**src/rtl/if_pkg.sv**
```systemverilog
// if_pkg: shared fetch-stage state encoding and constants
package if_pkg;
  typedef enum logic [1:0] {FETCH, WAIT, DROP} state_e;
  localparam logic [31:0] NOP_INST = 32'h0000_0013;
endpackage

```
**src/rtl/if_stage.sv**
```systemverilog
// if_stage: instruction fetch with one outstanding request, branch redirect and decode-side stall
module if_stage
  import if_pkg::*;
#(
  parameter logic [31:0] RESET_PC = 32'h0000_0000
) (
  input  logic        clk,
  input  logic        rst,
  output logic        imem_req_valid,
  input  logic        imem_req_ready,
  output logic [31:0] imem_req_addr,
  input  logic        imem_rsp_valid,
  input  logic [31:0] imem_rsp_data,
  input  logic        br_taken,
  input  logic [31:0] br_target,
  input  logic        stall,
  output logic        inst_valid,
  output logic [31:0] inst,
  output logic [31:0] inst_pc
);
  state_e      state_q, state_d;
  logic [31:0] pc_q, pc_d, req_pc_q, req_pc_d, inst_q, inst_d, inst_pc_q, inst_pc_d;
  logic        inst_valid_q, inst_valid_d, fire, load, unused_ok;
  assign unused_ok      = ^br_target[1:0];
  assign imem_req_valid = !rst && state_q == FETCH && !br_taken && (!inst_valid_q || !stall);
  assign imem_req_addr  = pc_q;
  assign fire           = imem_req_valid && imem_req_ready;
  assign load           = state_q == WAIT && imem_rsp_valid && !br_taken;
  assign inst_valid     = inst_valid_q;
  assign inst           = inst_valid_q ? inst_q : NOP_INST;
  assign inst_pc        = inst_pc_q;
  always_comb begin
    state_d      = state_q == FETCH ? (fire ? WAIT : FETCH)
                 : imem_rsp_valid ? FETCH
                 : (state_q == WAIT && br_taken) ? DROP : state_q;
    pc_d         = br_taken ? {br_target[31:2], 2'b00} : load ? req_pc_q + 32'd4 : pc_q;
    req_pc_d     = fire ? pc_q : req_pc_q;
    inst_d       = load ? imem_rsp_data : inst_q;
    inst_pc_d    = load ? req_pc_q : inst_pc_q;
    inst_valid_d = load || (inst_valid_q && stall && !br_taken);
  end
  always_ff @(posedge clk or posedge rst) begin
    if (rst) begin
      state_q      <= FETCH;
      pc_q         <= RESET_PC;
      req_pc_q     <= '0;
      inst_q       <= NOP_INST;
      inst_pc_q    <= '0;
      inst_valid_q <= 1'b0;
    end else begin
      state_q      <= state_d;
      pc_q         <= pc_d;
      req_pc_q     <= req_pc_d;
      inst_q       <= inst_d;
      inst_pc_q    <= inst_pc_d;
      inst_valid_q <= inst_valid_d;
    end
  end
endmodule

```
**config.mk**
```make
export PLATFORM = sky130hd
export DESIGN_NAME = if_stage
export DESIGN_NICKNAME = d
export VERILOG_FILES = /design/src/rtl/if_pkg.sv /design/src/rtl/if_stage.sv
export SDC_FILE = /design/constraint.sdc
export NUM_CORES = 1
export LEC_CHECK = 0
export CAP_MARGIN = 20
export CORE_MARGIN = 2
export CORE_UTILIZATION = 25
export DETAILED_ROUTE_END_ITERATION = 6
export SYNTH_ARGS = -nofsm -noshare
export SYNTH_HDL_FRONTEND = slang
export SYNTH_SLANG_ARGS = --single-unit
```
**constraint.sdc**
```tcl
create_clock -name clk -period 10.85 [get_ports clk]
set_clock_uncertainty 0.1 [all_clocks]
set_input_delay 2.17 -clock clk [delete_from_list [all_inputs] [get_ports clk]]
set_output_delay 2.17 -clock clk [all_outputs]
set_load 0.02 [all_outputs]
```
# Word-level counts from Yosys, hierarchy flattened
# Cells that the tools add are included.
# classes
mux	7
n_eq_ne	1
reduce_logical	18
n_addsub	1
bitwise	0
shift	0
magnitude_cmp	0
div_mod_pow	0
multipliers	0
# op_table
op	n
two-way mux 32 bit	3
adder 32 x 3 -> 32 bit, second input constant	1
logical AND 1 bit	9
two-way mux 2 bit	3
logical NOT 1 bit	4
nonzero test 3 bit	1
== test 2 x 1 -> 1 bit, second input constant	1
logical NOT 2 bit	1
logical OR 1 bit	2
nonzero test 2 bit	1
two-way mux 1 bit	1
# word_totals
n_memories	0
in_bits	70
latchBits	0
output_inout_bits	98
romBits	0
elab_cells	33
register_bits	131
ram_bits	0

# Longest topological paths before layout
# Gate-level depths: netlist of run 1.
# logic_depth
ltp_word	7
depth_mapped	6
mapped_depth_nobuf	6

# Worst setup path after synthesis of run 1
# No wires, ideal clock.
# synth_path
path_kind	in2out
from	in br_taken
to	out imem_req_valid
path_slack_ns	5.625
path_buffers	0
required_time_ns	8.580
path_stages	2
arrival_time_ns	2.955
cell_sequence	or4_1 > a21oi_2
# synth_between
elab_chain_len	3
# synth_lines
element	line	source
start, declared	if_stage.sv:14	input logic br_taken,
logical NOT 1 bit	if_stage.sv:25	assign imem_req_valid = !rst && state_q == FETCH && !br_taken && (!inst_valid_q || !stall);
logical AND 1 bit (2 in series)	if_stage.sv:25	
end, declared	if_stage.sv:9	output logic imem_req_valid,
# Every way passes these cells.

# Final worst setup path of run 1
# layout_path
from	in rst
to	out imem_req_valid
# layout_between
elab_chain_len	4
# layout_lines
element	line	source
start, declared	if_stage.sv:8	input logic rst,
logical NOT 1 bit (no source line)	n/a	
logical AND 1 bit (3 in series)	if_stage.sv:25	
# Every way passes these cells.

==> flow_summary.json, run 1 <==
{
  "outcome": "complete, no violations",
  "netlist_top_cells_area": "dfrtp_1 (53%), nand2_1 (15%), mux2_4 (7.2%), and2_1 (3.2%), xor2_1 (3.0%)",
  "synth_simple_gate_area_share_pct": 25.6,
  "gr-usage-all-layers_pct": 14.2,
  "setup_total_negative_slack_ns": 0,
  "synthesis.nets": 701,
  "worst_setup_startpoint": "rst",
  "synth_top_family_by_area": "simple AND/OR/NAND/NOR gates",
  "grt-ovfl-total": 0,
  "ys_ff_latch": 131,
  "power_per_cell_area_nw_per_um2": 199,
  "routed_wire_length_per_instance_um": 15.6,
  "p_leak_nw": 3.94,
  "synth_adder_area_share_pct": 0.207,
  "final_number_of_hold_violating_endpoints": 0,
  "cp_data_required_time_ns": 8.58,
  "netlist-cell-type-count": 40,
  "reg2regPathDepth": 4,
  "seqPwrFrac_pct": 41.1,
  "post_placement_setup_slack_ns": 4.64,
  "worstReg2RegStart": "state_q[1]$_DFFE_PP0P_",
  "antenna_violations_before_repair": 0,
  "syn-mean-instance-area_um2": 9.60,
  "cts_repair_resize_count": 0,
  "vias": 4896,
  "gp_congestion": 0.712,
  "timing.critical_path.from_type": "input port",
  "timing_worst_setup_path_type": "input port to primary output",
  "insertedDiodeCount": 0,
  "utilization_pct": 36.5,
  "detail-route-antenna-nets": 0,
  "period_minus_slack_ns": 6.20,
  "finish.cell_count_without_fillers": 1116,
  "setup_violations": 0,
  "power.clock.fraction_pct": 35.3,
  "crit_path_dat_ns": 3.93,
  "drtIter0Drc": 223,
  "most_repeated_cell_in_the_gate_level_netlist_after_synthesis": "nand2_1",
  "totalWireLength_um": 17400,
  "vias_per_cell": 4.39,
  "yosysSeqAreaShare_pct": 54.2,
  "die_x_um": 160,
  "placeableCoreArea_um2": 23600,
  "worstHoldPathCells": 2,
  "ys_warn_count": 0,
  "worst_ir_drop_vdd_v": 0.0000816,
  "worst-path-max-fanout": 2,
  "io_pins": 168,
  "clockRootBuffer": "clkbuf_16",
  "htree_levels": 4,
  "grt_pass1_vias": 5092,
  "floorplan.initialDensity_pct": 25.6,
  "placed_wire_length_estimate_after_detailed_placement_um": 11300,
  "std_cell_rows": 56,
  "worst_setup_path_end_kind": "primary output",
  "comb_power_share_pct": 23.6,
  "post-route-worst-setup-slack_ns": 4.65,
  "p_sw_share_pct": 29.8,
  "worst_hold_path_type": "register to register",
  "max_clock_freq_mhz": 161,
  "synth_largest_area_cell": "dfrtp_1",
  "timing.final.crit_share_pct": 57.1,
  "worst_hold_startpoint": "inst_q[0]$_DFFE_PP1P_",
  "wire_length_of_the_first_global_routing_pass_um": 28400,
  "top_reg_cell_synth": "dfrtp_1",
  "path_clk_slew_ns": 0.06,
  "internal_power_mw": 1.21,
  "synth_area_um2": 6050,
  "tritoncts_num_sinks": 131,
  "yosys.area_share.xor_xnor_pct": 3.76,
  "net-switching-power_uw": 513,
  "cts-buffers-inserted": 17,
  "cap_violations": 0,
  "drc_errors": 0,
  "clkLatencyLatePin_ns": 0.42,
  "synth-compound-area-share_pct": 4.96,
  "synth_commonest_cells": "nand2_1 (238), dfrtp_1 (128), and2_1 (31)",
  "netlist.area_leader.share_pct": 52.9,
  "die_h_um": 160,
  "placement.io_buffers": 165,
  "clock_tree_from_tritoncts": "done",
  "grt_start_max_net_pins": 84,
  "timing.max_slew.rel_slack_pct": 32.3,
  "final_max_slew_viol_count": 0,
  "synth-async-reset-ratio_pct": 100,
  "unrepaired_setup_endpoints_after_global_routing": "false",
  "synth_mux_area_share_pct": 8.42,
  "cts-root-to-sink-buffers": 2,
  "number_of_buffers_inserted_to_repair_setup_after_cts": 0,
  "tightestPinTransition_ns": 1.02,
  "synth_edf_count": 0,
  "die_area_um2": 25500,
  "syn2layout_area_growth_pct": 42.6,
  "proportion_of_layout_cells_with_a_drive_suffix_above_1_pct": 10.4,
  "synth_cells": 630,
  "placed_instances": 1084,
  "drt-pass1-iter-count": 4,
  "postCtsHoldBufs": 0,
  "num-nets-final": 855
}
placed cells by master, fill, tap and decap left out, types with 16 or more instances in the layout:
cell and instances:
nand2_1 238, clkdlybuf4s50_1 164, dfrtp_1 128, and2_1 31, mux2_4 29, nor2_1 25, xor2_1 21, clkbuf_16 17
a21oi_1 16, nand3_1 16
per-layer routing:
metal / GRT usage (%) / up-vias / share of wire, %
met2: 22.7 / 137 / 46
met1: 18.5 / 2372 / 47
met3: 4.79 / 14 / 6.1
met5: 0 / - / 0
met4: 3.35 / 0 / 0.86
li1: - / 2373 / -
final cells by class:
type	count	area, um^2
Clock buffer	25	536
Inverter	3	16.3
Sequential cell	131	3280
Fill cell	2425	15000
Timing Repair Buffer	170	1680
Multi-Input combinational cell	461	2620
Tap cell	319	399
Clock inverter	7	92.6
path summary, 6_finish.rpt:
kind	to	slack [ns]
max in group asynchronous	inst_pc[19]$_DFFE_PP0P_	7.18
worst min register to register	inst_q[0]$_DFFE_PP1P_	0.35
worst min-delay path	inst_q[0]$_DFFE_PP1P_	0.35
worst max-delay path	imem_req_valid	4.65
min in group asynchronous	inst_pc[1]$_DFFE_PP0P_	2.16
worst max register to register	imem_req_addr[24]$_DFFE_PP0P_	7.89
per-stage QoR:
| step | power (mW) | cell area, um^2 | hold slack, ns |
|---|---|---|---|
| 2_1_floorplan | 0.932 | 6050 | 0.336 |
| 3_3_place_gp | 1.12 | 8000 | 0.346 |
| 3_5_place_dp | 1.13 | 8000 | 0.346 |
| 4_1_cts | 1.75 | 8630 | 0.357 |
| 5_1_grt | 1.82 | 8630 | 0.382 |
| 6_report | 1.72 | 8630 | 0.354 |
registers in the layout, indices dropped and copies added (netlist names):
register / count
req_pc_q: 32
inst_valid: 1
state_q: 2
inst_pc: 32
imem_req_addr: 32
inst_q: 32
kinds of logic (layout without fill, tap and decap cells):
kind of cell,Yosys count,count (layout)
and+or+nand+nor,350,350
adders and majority gates,1,1
muxes,36,36
AOI/OAI and AO/OA,48,48
xor gates and xnor gates,26,26
DFF,131,131
buffers and inverters,38,205
worst max-delay path, cell delays in order:
cell	delay, ns
clkdlybuf4s50_1	0.50
or4_1	0.46
a21oi_2	0.16
clkdlybuf4s50_1	0.65
power by group through the flow:
stage / Clock, mW / Sequential (mW) / Combinational, mW
2_1_floorplan: 0 / 0.754 / 0.177
3_3_place_gp: 0 / 0.712 / 0.407
3_5_place_dp: 0 / 0.715 / 0.412
4_1_cts: 0.624 / 0.708 / 0.414
5_1_grt: 0.645 / 0.726 / 0.446
6_report: 0.606 / 0.707 / 0.407
No activity file was read; power rests on OpenSTA's default activity.
==> run 2: changes to the inputs <==
Clock period 10.85 ns to 5.4 ns, I/O delays scaled along.
==> flow_summary.json, run 2 (synthesis gave the netlist of run 1 again) <==
{
  "power_per_cell_area_nw_per_um2": 398,
  "clock_tree_from_tritoncts": "done",
  "detail-route-antenna-nets": 0,
  "cts-buffers-inserted": 17,
  "gp_congestion": 0.713,
  "placeableCoreArea_um2": 23600,
  "floorplan.initialDensity_pct": 25.6,
  "placement.io_buffers": 165,
  "die_x_um": 160,
  "drt-pass1-iter-count": 4,
  "drc_errors": 0,
  "path_cells": "clkdlybuf4s50_1, or4_1, a21oi_2, clkdlybuf4s50_1",
  "timing.final.crit_share_pct": 74.6,
  "clockRootBuffer": "clkbuf_16",
  "insertedDiodeCount": 0,
  "wire_length_of_the_first_global_routing_pass_um": 28000,
  "worst-path-max-fanout": 2,
  "number_of_buffers_inserted_to_repair_setup_after_cts": 0,
  "timing.reg2reg.setup_slack_ns": 2.92,
  "final_common_cell": "nand2_1",
  "path_clk_slew_ns": 0.06,
  "cp_data_required_time_ns": 4.22,
  "cts-root-to-sink-buffers": 2,
  "most_used_cells_in_the_layout_excluding_fill_and_tap_cells": "nand2_1 (238), clkdlybuf4s50_1 (164), dfrtp_1 (128)",
  "grt-ovfl-total": 0,
  "timing.max_slew.rel_slack_pct": 33.4,
  "period_minus_slack_ns": 4.03,
  "worst_setup_path_end_kind": "primary output",
  "gr-usage-all-layers_pct": 14.0,
  "die_area_um2": 25500,
  "post-route-worst-setup-slack_ns": 1.37,
  "proportion_of_layout_cells_with_a_drive_suffix_above_1_pct": 10.8,
  "critical-path-max-stage-delay_ns": 0.64,
  "vias": 4896,
  "setup_violations": 0,
  "critical_path_most_common_cell": "clkdlybuf4s50_1",
  "die_h_um": 160,
  "clkLatencyLatePin_ns": 0.41,
  "syn2layout_area_growth_pct": 43.0,
  "post_placement_setup_slack_ns": 1.36,
  "slowest_stage": "clkdlybuf4s50_1",
  "route.top_layer_used": "met4",
  "finish.cell_count_without_fillers": 1119,
  "worst_hold_path_type": "register to register",
  "vias_per_cell": 4.38,
  "p_leak_nw": 3.95,
  "path_delay_family": "buffers and inverters",
  "num-nets-final": 858,
  "setup_total_negative_slack_ns": 0,
  "timing_worst_setup_path_type": "input port to primary output",
  "tritoncts_num_sinks": 131,
  "io_pins": 168,
  "placed_instances": 1086,
  "drtIter0Drc": 288,
  "grt_pass1_vias": 4936,
  "totalWireLength_um": 17300,
  "routedLengthMet1_um": 8290,
  "worst_ir_drop_vdd_v": 0.000168,
  "dr_wl_met3_um": 942,
  "unrepaired_setup_endpoints_after_global_routing": "false",
  "outcome": "complete, no violations",
  "std_cell_rows": 56,
  "cts_repair_resize_count": 0,
  "timing.critical_path.from_type": "input port",
  "final_max_slew_viol_count": 0,
  "buffers_plus_inverters_on_the_worst_setup_path": 2,
  "grt_start_max_net_pins": 109,
  "crit_path_dat_ns": 2.85,
  "totalPowerFinal_mw": 3.44,
  "wl_met2_um": 7930,
  "tightestPinTransition_ns": 0.999,
  "routed_wire_length_per_instance_um": 15.4,
  "antenna_violations_before_repair": 1,
  "max_clock_freq_mhz": 248,
  "cap_violations": 0,
  "postCtsHoldBufs": 0,
  "final_number_of_hold_violating_endpoints": 0,
  "htree_levels": 4,
  "placed_wire_length_estimate_after_detailed_placement_um": 11100,
  "whs_ns": 0.355
}
run 2: changes by cell type in the layout (fill, tap and decap cells not counted), sizes merged:
cell | before | now
bufinv | 2 | 3
buf | 6 | 9
clkinv | 2 | 7
clkbuf | 25 | 19
run 2: where the power goes:
group / leakage, nW / internal, mW / switching, mW
Clock: 0.295 / 0.750 / 0.452
Sequential: 1.65 / 1.22 / 0.197
Combinational: 2.01 / 0.427 / 0.393
Total: 3.95 / 2.40 / 1.04
run 2: cell type report:
| class | instances | area, um^2 |
|---|---|---|
| Clock buffer | 19 | 453 |
| Clock inverter | 13 | 159 |
| Fill cell | 2422 | 15000 |
| Inverter | 3 | 16.3 |
| Multi-Input combinational cell | 461 | 2620 |
| Sequential cell | 131 | 3280 |
| Tap cell | 319 | 399 |
| Timing Repair Buffer | 173 | 1730 |
run 2: metrics by stage:
stage | instance area [um^2] | utilization (%)
after detailed placement | 8010 | 33.9
after floorplan | 6050 | -
after CTS | 8620 | 36.5
after global placement | 8010 | 33.9
final | 8650 | 36.6
after global routing | 8650 | 36.6
run 2: tightest hold or removal path: stages (launching register included):
cell and delay (ns):
dfstp_2 0.36, nand2_1 0.05, nand2_1 0.04
run 2: path summary, 6_finish.rpt:
path | from | to | cells after the start
min in group asynchronous | rst | state_q[0]$_DFFE_PP0P_ | 2
worst min register to register | inst_q[0]$_DFFE_PP1P_ | inst_q[0]$_DFFE_PP1P_ | 2
worst max-delay path | rst | imem_req_valid | 4
worst min-delay path | inst_q[0]$_DFFE_PP1P_ | inst_q[0]$_DFFE_PP1P_ | 2
worst max register to register | req_pc_q[7]$_DFFE_PP0P_ | imem_req_addr[31]$_DFFE_PP0P_ | 5
max in group asynchronous | rst | inst_q[22]$_DFFE_PP0P_ | 4
run 2: per-layer routing:
layer  vias up  track usage [%]
li1       2373                -
met1      2362             18.9
met5         -                0
met3        11             4.40
met2       150             21.9
met4         0             2.85
==> run 3: changes to the inputs <==
Clock period 5.4 ns to 3.8 ns, I/O delays scaled along.
==> flow_summary.json, run 3 (synthesis gave the netlist of run 1 again) <==
{
  "dpl_cell_area_um2": 8090,
  "totalWireLength_um": 17300,
  "setup_violations": 0,
  "placed_wire_length_estimate_after_detailed_placement_um": 11500,
  "gr-usage-all-layers_pct": 14.1,
  "detail-route-antenna-nets": 0,
  "final_common_cell": "nand2_1",
  "critical-path-max-stage-delay_ns": 0.65,
  "num-nets-final": 863,
  "tritoncts_num_sinks": 131,
  "timing_worst_setup_path_type": "input port to primary output",
  "filler_cell_count": 2423,
  "cap_violations": 0,
  "postCtsHoldBufs": 0,
  "drc_errors": 0,
  "timing.critical_path.from_type": "input port",
  "syn2layout_area_growth_pct": 44.5,
  "setup.worst_path.end": "imem_req_valid",
  "path_cells": "clkdlybuf4s50_1, or4_1, a21oi_2, clkdlybuf4s50_1",
  "timing.final.crit_share_pct": 87.6,
  "power_per_cell_area_nw_per_um2": 573,
  "gp_congestion": 0.719,
  "worst_setup_path_end_kind": "primary output",
  "clkLatencyLatePin_ns": 0.42,
  "placeableCoreArea_um2": 23600,
  "most_used_cells_in_the_layout_excluding_fill_and_tap_cells": "nand2_1 (238), clkdlybuf4s50_1 (164), dfrtp_1 (128)",
  "worst_hold_path_type": "register to register",
  "drtIter0Drc": 210,
  "cp_data_required_time_ns": 2.94,
  "crit_path_dat_ns": 2.47,
  "std_cell_rows": 56,
  "wire_length_of_the_first_global_routing_pass_um": 28500,
  "p_leak_nw": 3.99,
  "final_number_of_hold_violating_endpoints": 0,
  "final_max_slew_viol_count": 0,
  "outcome": "complete, no violations",
  "final_area_um2": 8740,
  "vias_per_cell": 4.33,
  "worst-path-max-fanout": 2,
  "io_pins": 168,
  "critical_path_most_common_cell": "clkdlybuf4s50_1",
  "cts-buffers-inserted": 17,
  "worst_setup_startpoint": "rst",
  "clock_tree_from_tritoncts": "done",
  "max_clock_freq_mhz": 300,
  "unrepaired_setup_endpoints_after_global_routing": "false",
  "proportion_of_layout_cells_with_a_drive_suffix_above_1_pct": 11.3,
  "timing.reg2reg.setup_slack_ns": 1.45,
  "number_of_buffers_inserted_to_repair_setup_after_cts": 0,
  "cts_repair_resize_count": 0,
  "htree_levels": 4,
  "drt-pass1-iter-count": 4,
  "die_h_um": 160,
  "grt_start_max_net_pins": 69,
  "antenna_violations_before_repair": 0,
  "slowest_stage": "clkdlybuf4s50_1",
  "grt-ovfl-total": 0,
  "die_x_um": 160,
  "cts-root-to-sink-buffers": 2,
  "insertedDiodeCount": 0,
  "r2r-end": "req_pc_q[30]$_DFFE_PP0P_",
  "timing.max_slew.rel_slack_pct": 39.0,
  "placement.io_buffers": 165,
  "worst_ir_drop_vdd_v": 0.000227,
  "vias": 4866,
  "clockRootBuffer": "clkbuf_16",
  "area_of_the_multi_input_gates_um2": 2620,
  "die_area_um2": 25500,
  "reg2regPathDepth": 4,
  "path_clk_slew_ns": 0.06,
  "floorplan.initialDensity_pct": 25.6,
  "tightestPinTransition_ns": 0.913,
  "grt_pass1_vias": 5076,
  "period_minus_slack_ns": 3.33,
  "seq_area_um2": 3280,
  "worstReg2RegStart": "inst_valid$_DFF_PP0_",
  "routed_wire_length_per_instance_um": 15.4,
  "setup_total_negative_slack_ns": 0
}
[run 3: per-layer routing]
metal	track usage, %	vias up	wire length [um]
li1	-	2390	-
met1	18.8	2314	8250
met2	22.5	155	7780
met3	4.69	7	1140
met4	2.85	0	117
met5	0	-	0
[run 3: per-stage QoR]
stage / setup slack [ns] / std cells / hold WS (ns) / util (%) / total power, mW
after floorplan: 1.32 / 630 / 0.336 / - / 2.66
after global placement: 0.447 / 1092 / 0.345 / 34.3 / 3.21
after detailed placement: 0.438 / 1092 / 0.351 / 34.3 / 3.23
after CTS: 0.442 / 1124 / 0.362 / 37.0 / 5.09
after global routing: 0.409 / 1124 / 0.370 / 37.0 / 5.30
final: 0.470 / 1124 / 0.359 / 37.0 / 5.01
[run 3: power by group]
part	total [mW]	switching [mW]	internal (mW)
combinational	1.17	0.558	0.613
sequential	2.02	0.280	1.74
clock	1.82	0.642	1.18
total	5.01	1.48	3.53
[run 3: final cells by class]
cell class	instances	area share (%)
clock inverter	14	2.40
tap	319	4.56
multi-input combinational	461	29.9
timing repair buffer	178	20.4
sequential	131	37.5
clock buffer	18	5.02
inverter	3	0.172
[run 3: worst max-delay path: cells and delay by family]
family,cells,cell delay (ns)
AOI/OAI and AO/OA,1,0.16
buffers and inverters,2,1.10
and+or+nand+nor,1,0.45
[run 3: worst min-delay path by stage]
stage,start,to,cells past startpoint
2_1_floorplan,inst_q[0]$_DFFE_PP1P_,inst_q[0]$_DFFE_PP1P_,2
3_3_place_gp,inst_q[1]$_DFFE_PP1P_,inst_q[1]$_DFFE_PP1P_,2
3_5_place_dp,inst_q[0]$_DFFE_PP1P_,inst_q[0]$_DFFE_PP1P_,2
4_1_cts,inst_q[0]$_DFFE_PP1P_,inst_q[0]$_DFFE_PP1P_,2
5_1_grt,inst_q[0]$_DFFE_PP1P_,inst_q[0]$_DFFE_PP1P_,2
6_report,inst_q[1]$_DFFE_PP1P_,inst_q[1]$_DFFE_PP1P_,2
